**config.mk**
```make
export PLATFORM = sky130hd
export DESIGN_NAME = control_acceso_param
export DESIGN_NICKNAME = d
export VERILOG_FILES = /design/src/rtl/control_acceso_pkg.sv /design/src/rtl/control_acceso_param_registro_clave.sv /design/src/rtl/control_acceso_param.sv
export SDC_FILE = /design/constraint.sdc
export NUM_CORES = 1
export LEC_CHECK = 0
export ABC_AREA = 1
export CAP_MARGIN = 15
export CORE_AREA = 4 4 59 61
export CTS_BUF_LIST = sky130_fd_sc_hd__clkbuf_2 sky130_fd_sc_hd__clkbuf_4 sky130_fd_sc_hd__clkbuf_8
export DETAILED_ROUTE_END_ITERATION = 8
export DIE_AREA = 0 0 63 65
export SLEW_MARGIN = 20
export SYNTH_ARGS = -nofsm -noshare
export SYNTH_HDL_FRONTEND = slang
export SYNTH_HIERARCHICAL = 1
export SYNTH_SLANG_ARGS = --single-unit
```
**constraint.sdc**
```tcl
create_clock -name clock -period 4.2 [get_ports clock]
set_clock_uncertainty 0.05 [all_clocks]
set_input_delay 0.84 -clock clock [delete_from_list [all_inputs] [get_ports clock]]
set_output_delay 0.84 -clock clock [all_outputs]
set_load 0.02 [all_outputs]
```
**src/rtl/control_acceso_pkg.sv**
```systemverilog
// -----------------------------------------------------------------------------
// control_acceso_pkg
// Purpose : shared definitions for the parking-gate access controller.
//           Holds the FSM state encoding and the default parameter values
//           used by control_acceso_param and registro_clave.
// Ports   : none (package).
// -----------------------------------------------------------------------------
package control_acceso_pkg;

  // Controller states. IDLE is the all-zero code so that reset and
  // "nothing happening" share one encoding.
  typedef enum logic [2:0] {
    ST_IDLE       = 3'd0,
    ST_INGRESO    = 3'd1,
    ST_ABIERTO    = 3'd2,
    ST_BLOQUEO    = 3'd3,
    ST_ALARMA_PIN = 3'd4
  } state_t;

  // Default configuration.
  localparam int         DEF_PW_BITS        = 8;
  localparam logic [7:0] DEF_PASSWORD       = 8'b0011_1111;
  localparam int         DEF_MAX_INTENTOS   = 3;
  localparam int         DEF_TIMEOUT_CICLOS = 16;

endpackage : control_acceso_pkg

```
**src/rtl/control_acceso_param_registro_clave.sv**
```systemverilog
// -----------------------------------------------------------------------------
// registro_clave
// Purpose : serial password receiver. Shifts one bit per enabled cycle (MSB
//           first), counts received bits and flags the cycle in which the
//           last bit of a word arrives, together with whether the complete
//           word equals PASSWORD.
// Ports   :
//   i_clk       in   system clock, rising edge
//   i_rst_n     in   asynchronous active-low reset
//   i_clear     in   synchronous clear of shift register and bit counter
//   i_shift_en  in   consume i_bit this cycle
//   i_bit       in   serial password bit
//   o_complete  out  this enabled cycle delivers the final bit of a word
//   o_match     out  {received bits, i_bit} equals PASSWORD
// -----------------------------------------------------------------------------
module registro_clave
  import control_acceso_pkg::*;
#(
  parameter int                 PW_BITS  = DEF_PW_BITS,
  parameter logic [PW_BITS-1:0] PASSWORD = PW_BITS'(DEF_PASSWORD)
) (
  input  logic i_clk,
  input  logic i_rst_n,
  input  logic i_clear,
  input  logic i_shift_en,
  input  logic i_bit,
  output logic o_complete,
  output logic o_match
);

  // The bit counter only needs to reach PW_BITS-1: the final bit is never
  // stored, it is compared directly from the input on the completing edge.
  localparam int                CNT_W    = (PW_BITS > 2) ? $clog2(PW_BITS) : 1;
  localparam logic [CNT_W-1:0]  CNT_LAST = CNT_W'(PW_BITS - 1);

  logic [PW_BITS-2:0] r_shift;
  logic [CNT_W-1:0]   r_bit_cnt;
  logic [PW_BITS-1:0] w_word;

  // Word as it would look after shifting in the current bit.
  assign w_word     = {r_shift, i_bit};
  assign o_complete = i_shift_en && (r_bit_cnt == CNT_LAST);
  assign o_match    = (w_word == PASSWORD);

  always_ff @(posedge i_clk or negedge i_rst_n) begin
    if (!i_rst_n) begin
      r_shift   <= '0;
      r_bit_cnt <= '0;
    end else if (i_clear) begin
      r_shift   <= '0;
      r_bit_cnt <= '0;
    end else if (i_shift_en) begin
      r_shift   <= w_word[PW_BITS-2:0];
      // Completing edge restarts the count so a new attempt begins at once.
      r_bit_cnt <= o_complete ? '0 : r_bit_cnt + CNT_W'(1);
    end
  end

endmodule : registro_clave

```
**src/rtl/control_acceso_param.sv**
```systemverilog
// -----------------------------------------------------------------------------
// control_acceso_param
// Purpose : parking-gate access controller. A car at the gate (A) starts a
//           serial password entry (B qualified by B_valido). A correct word
//           opens the barrier; wrong words are counted and, after
//           MAX_INTENTOS failures, raise the PIN alarm. A second car entering
//           while the barrier is open (A and C together) locks the gate until
//           the password is re-entered. Idle entry sessions time out.
// Ports   :
//   clock       in   system clock, rising edge
//   reset       in   asynchronous active-low reset
//   A           in   car present at the gate
//   B           in   serial password bit, MSB first
//   B_valido    in   B is valid this cycle
//   C           in   car fully entered
//   Aguja       out  barrier open
//   Bloqueo     out  tailgating lock alarm
//   Alarma_pin  out  too many wrong passwords
//   intentos    out  current failed-attempt count
// -----------------------------------------------------------------------------
module control_acceso_param
  import control_acceso_pkg::*;
#(
  parameter int                 PW_BITS        = DEF_PW_BITS,
  parameter logic [PW_BITS-1:0] PASSWORD       = PW_BITS'(DEF_PASSWORD),
  parameter int                 MAX_INTENTOS   = DEF_MAX_INTENTOS,
  parameter int                 TIMEOUT_CICLOS = DEF_TIMEOUT_CICLOS
) (
  input  logic                              clock,
  input  logic                              reset,
  input  logic                              A,
  input  logic                              B,
  input  logic                              B_valido,
  input  logic                              C,
  output logic                              Aguja,
  output logic                              Bloqueo,
  output logic                              Alarma_pin,
  output logic [$clog2(MAX_INTENTOS+1)-1:0] intentos
);

  localparam int               INT_W   = $clog2(MAX_INTENTOS + 1);
  localparam logic [INT_W-1:0] INT_MAX = INT_W'(MAX_INTENTOS);
  // Threshold at which one more failure reaches the alarm.
  localparam logic [INT_W-1:0] INT_PRE = INT_W'(MAX_INTENTOS - 1);

  localparam int               TO_W    = $clog2(TIMEOUT_CICLOS);
  localparam logic [TO_W-1:0]  TO_LAST = TO_W'(TIMEOUT_CICLOS - 1);

  state_t           r_state;
  state_t           w_state_next;
  logic [INT_W-1:0] r_intentos;
  logic [INT_W-1:0] w_intentos_next;
  logic [TO_W-1:0]  r_to_cnt;
  logic [TO_W-1:0]  w_to_cnt_next;

  logic             w_clear;
  logic             w_shift_en;
  logic             w_complete;
  logic             w_match;
  logic             w_accepts_bits;

  // Bits are taken in every state where a password is being typed; the open
  // state deliberately ignores the serial input.
  assign w_accepts_bits = (r_state == ST_INGRESO) ||
                          (r_state == ST_BLOQUEO) ||
                          (r_state == ST_ALARMA_PIN);
  assign w_shift_en     = B_valido && w_accepts_bits;

  registro_clave #(
    .PW_BITS  (PW_BITS),
    .PASSWORD (PASSWORD)
  ) u_registro_clave (
    .i_clk      (clock),
    .i_rst_n    (reset),
    .i_clear    (w_clear),
    .i_shift_en (w_shift_en),
    .i_bit      (B),
    .o_complete (w_complete),
    .o_match    (w_match)
  );

  // State, attempt counter and idle-timeout counter.
  always_ff @(posedge clock or negedge reset) begin
    if (!reset) begin
      r_state    <= ST_IDLE;
      r_intentos <= '0;
      r_to_cnt   <= '0;
    end else begin
      r_state    <= w_state_next;
      r_intentos <= w_intentos_next;
      r_to_cnt   <= w_to_cnt_next;
    end
  end

  // Next-state and counter logic. The timeout counter defaults to zero so it
  // is cleared everywhere except while INGRESO keeps waiting for a bit.
  always_comb begin
    w_state_next    = r_state;
    w_intentos_next = r_intentos;
    w_to_cnt_next   = '0;
    w_clear         = 1'b0;

    unique case (r_state)
      ST_IDLE: begin
        if (A) begin
          w_state_next = ST_INGRESO;
          w_clear      = 1'b1;
        end
      end

      ST_INGRESO: begin
        // The car leaving wins over anything else arriving in the same cycle.
        if (!A) begin
          w_state_next = ST_IDLE;
        end else if (w_complete) begin
          if (w_match) begin
            w_state_next    = ST_ABIERTO;
            w_intentos_next = '0;
          end else if (r_intentos >= INT_PRE) begin
            w_state_next    = ST_ALARMA_PIN;
            w_intentos_next = INT_MAX;
          end else begin
            w_intentos_next = r_intentos + INT_W'(1);
          end
        end else if (!B_valido) begin
          if (r_to_cnt == TO_LAST) begin
            w_state_next = ST_IDLE;
          end else begin
            w_to_cnt_next = r_to_cnt + TO_W'(1);
          end
        end
      end

      ST_ABIERTO: begin
        if (A && C) begin
          w_state_next = ST_BLOQUEO;
        end else if (!A && C) begin
          w_state_next = ST_IDLE;
        end
      end

      ST_BLOQUEO: begin
        if (w_complete && w_match) begin
          w_state_next = ST_IDLE;
        end
      end

      ST_ALARMA_PIN: begin
        if (w_complete) begin
          if (w_match) begin
            w_state_next    = ST_IDLE;
            w_intentos_next = '0;
          end else begin
            w_intentos_next = INT_MAX;
          end
        end
      end

      default: begin
        w_state_next = ST_IDLE;
      end
    endcase
  end

  // Moore outputs: pure decode of registered state.
  assign Aguja      = (r_state == ST_ABIERTO);
  assign Bloqueo    = (r_state == ST_BLOQUEO);
  assign Alarma_pin = (r_state == ST_ALARMA_PIN);
  assign intentos   = r_intentos;

endmodule : control_acceso_param

```
==> qor.txt <==
status = finished, final reports clean
gpl congestion = 0.924
CTS resizes = 0
Root Buffer = clkbuf_4
Synth top area share = 45.6%
initial antenna violation count = 0
first-pass GRT wire length = 3680 microns
Critical Setup Path Class = flop to output pin
synthesis-to-layout area growth = 15.8%
clock slew at reported path FFs = 0.10 ns
share of post-route cells with drive strength above 1 = 11.2%
Startpoint Class = flop
endpoints failing setup = 0
Total Wirelength = 2050 microns
DRT Pass-1 Iters = 4
grt total ovfl = 0
CTS Buffer Depth = 2
DRC violation count after routing = 0
Cell variety after synth = 22
Mapped Area = 0.00104 sq mm
Hold Vio Cnt, Final = 0
Routed Antenna Nets = 0
die area = 0.00410 sq mm
initial core utilization = 35.0%
signal arrival time at the worst endpoint = 1.74 ns
Final Slew Violations = 0
static leakage = 0.000661 uW
Max rail drop VDD = 0.000148 V
Die H = 65 microns
vias in the first global route = 904
Synth Instances = 138
Worst Setup End Kind = output pin
post-synth net total = 147
std cell rows = 20
Post-Layout Cell Count = 185
via count = 911
Setup Fix Bufs, Post-CTS = 0
hold buffer count at CTS = 0
Hold WC Path Type = flop to flop
I/O Buffers = 10
reg2reg setup slack = 2.17 ns
Global Route Usage Sum = 11.3%
fillers = 306
# diodes = 0
fin crit share = 62.7%
Max stage delay on crit path = 0.60 ns
Ys Warns = 6
IO Count = 11
Worst slew margin = 42.4%
CTS sink cnt = 19
Final nets = 162
synthesized area per cell = 7.56 sq um
Crit-path slowest cell = clkdlybuf4s50_1
Worst-Margin Slew = 0.862 ns
cell taking the most area after synthesis = dfrtp_1
CTS Buf Count = 3
RSZ-0062 raised after global routing = false
vias per cell = 4.92
#FFs+latches synth = 19
hold_ws = 0.414 ns
utilization after layout = 40.6%
TNS Setup = 0 ns
required time worst endpoint = 3.31 ns
Die X = 63 microns
largest net degree at the start of global routing = 20
crit path max fanout = 6
CTS tree = yes
htree depth = 1
fin crit period = 2.63 ns
core box area = 0.00298 sq mm
initial DRC count = 78
Placed Cells = 181
Power Density = 457 mW/mm^2
Seq/Total Area, Yosys = 45.6%
DP HPWL = 1580 microns
largest cells by area after synthesis = dfrtp_1 46%, nand2_1 16%, nand3_1 8.2%
routed len/inst = 11.1 microns
Max Freq = 0.380 GHz
Final Total Pwr = 552 uW
max cap viols = 0
CP cell instances = nor2_2 -> nand2_2 -> inv_1 -> clkdlybuf4s50_1
worst skew pair latency = 0.30 ns
kinds of logic after synthesis:
| kind of cell | Yosys count | synth area share, % |
|---|---|---|
| buf+inv | 22 | 8.63 |
| xor+xnor | 1 | 0.839 |
| simple gates | 82 | 34.5 |
| compound gates | 11 | 6.83 |
| fa+ha+maj | 3 | 3.60 |
| flops | 19 | 45.6 |
metrics by stage:
step | instance area, sq um | setup WS, ns
2_1_floorplan | 1040 | 2.11
3_3_place_gp | 1180 | 1.67
3_5_place_dp | 1180 | 1.61
4_1_cts | 1210 | 1.56
5_1_grt | 1210 | 1.46
6_report | 1210 | 1.57
cells in the mapped netlist (all sizes together):
library cell,count
nand2,47
inv,21
dfrtp,19
nand3,18
nor2,15
o21ai,4
a21oi,3
ha,3
a31oi,2
a211oi,1
buf,1
nand3b,1
nor3,1
o211ai,1
xor2,1
final timing paths:
kind,startpoint,endpoint,cells past startpoint
max,r_state[0],Alarma_pin,4
min,r_to_cnt[0],r_to_cnt[0],1
max reg2reg,r_state[0],r_state[0],15
min reg2reg,r_to_cnt[0],r_to_cnt[0],1
max in group asynchronous,reset,u_registro_clave/r_bit_cnt[1],1
min in group asynchronous,reset,r_state[2],1
final cells by class:
type / instances / area (sq um) / area share (%)
multi-input combinational: 97 / 478 / 39.5
sequential: 19 / 475 / 39.3
timing repair buffer: 11 / 108 / 8.90
inverter: 21 / 78.8 / 6.52
tap: 33 / 41.3 / 3.42
clock buffer: 3 / 22.5 / 1.86
clock inverter: 1 / 5.00 / 0.414
routing by layer:
layer,part of all wire [%],global-route usage [%]
met3,5.7,2.60
met4,2.2,6.61
met2,49,19.9
met5,0,0
met1,43,12.4
worst max-delay path, delay by kind of cell, from the launching register on:
| kind | cells | cell delay (ns) |
|---|---|---|
| flip-flops | 1 | 0.47 |
| buffers and inverters | 2 | 0.69 |
| AND/OR/NAND/NOR | 2 | 0.29 |
sequential cells by signal, indices dropped and copies added (netlist names):
name	flops
intentos	2
u_registro_clave/r_bit_cnt	3
r_state	3
u_registro_clave/r_shift	7
r_to_cnt	4
where the power goes:
part	leakage [uW]	internal, uW	switching [uW]
Combinational	0.000394	76.6	136
Clock	0.0000177	35.4	57.1
Sequential	0.000250	215	32.5
Total	0.000661	327	225
cell usage in the layout (no fill, tap or decap), types with 2 or more instances in the layout:
cell type	count
nand2_1	45
dfrtp_1	19
inv_1	18
nand3_1	17
nor2_1	11
clkdlybuf4s50_1	10
inv_2	3
nor2_2	3
o21ai_0	3
ha_1	3
clkbuf_4	3
nand2_2	2
a21oi_1	2
a31oi_1	2
(Power assumes the default switching activity.)
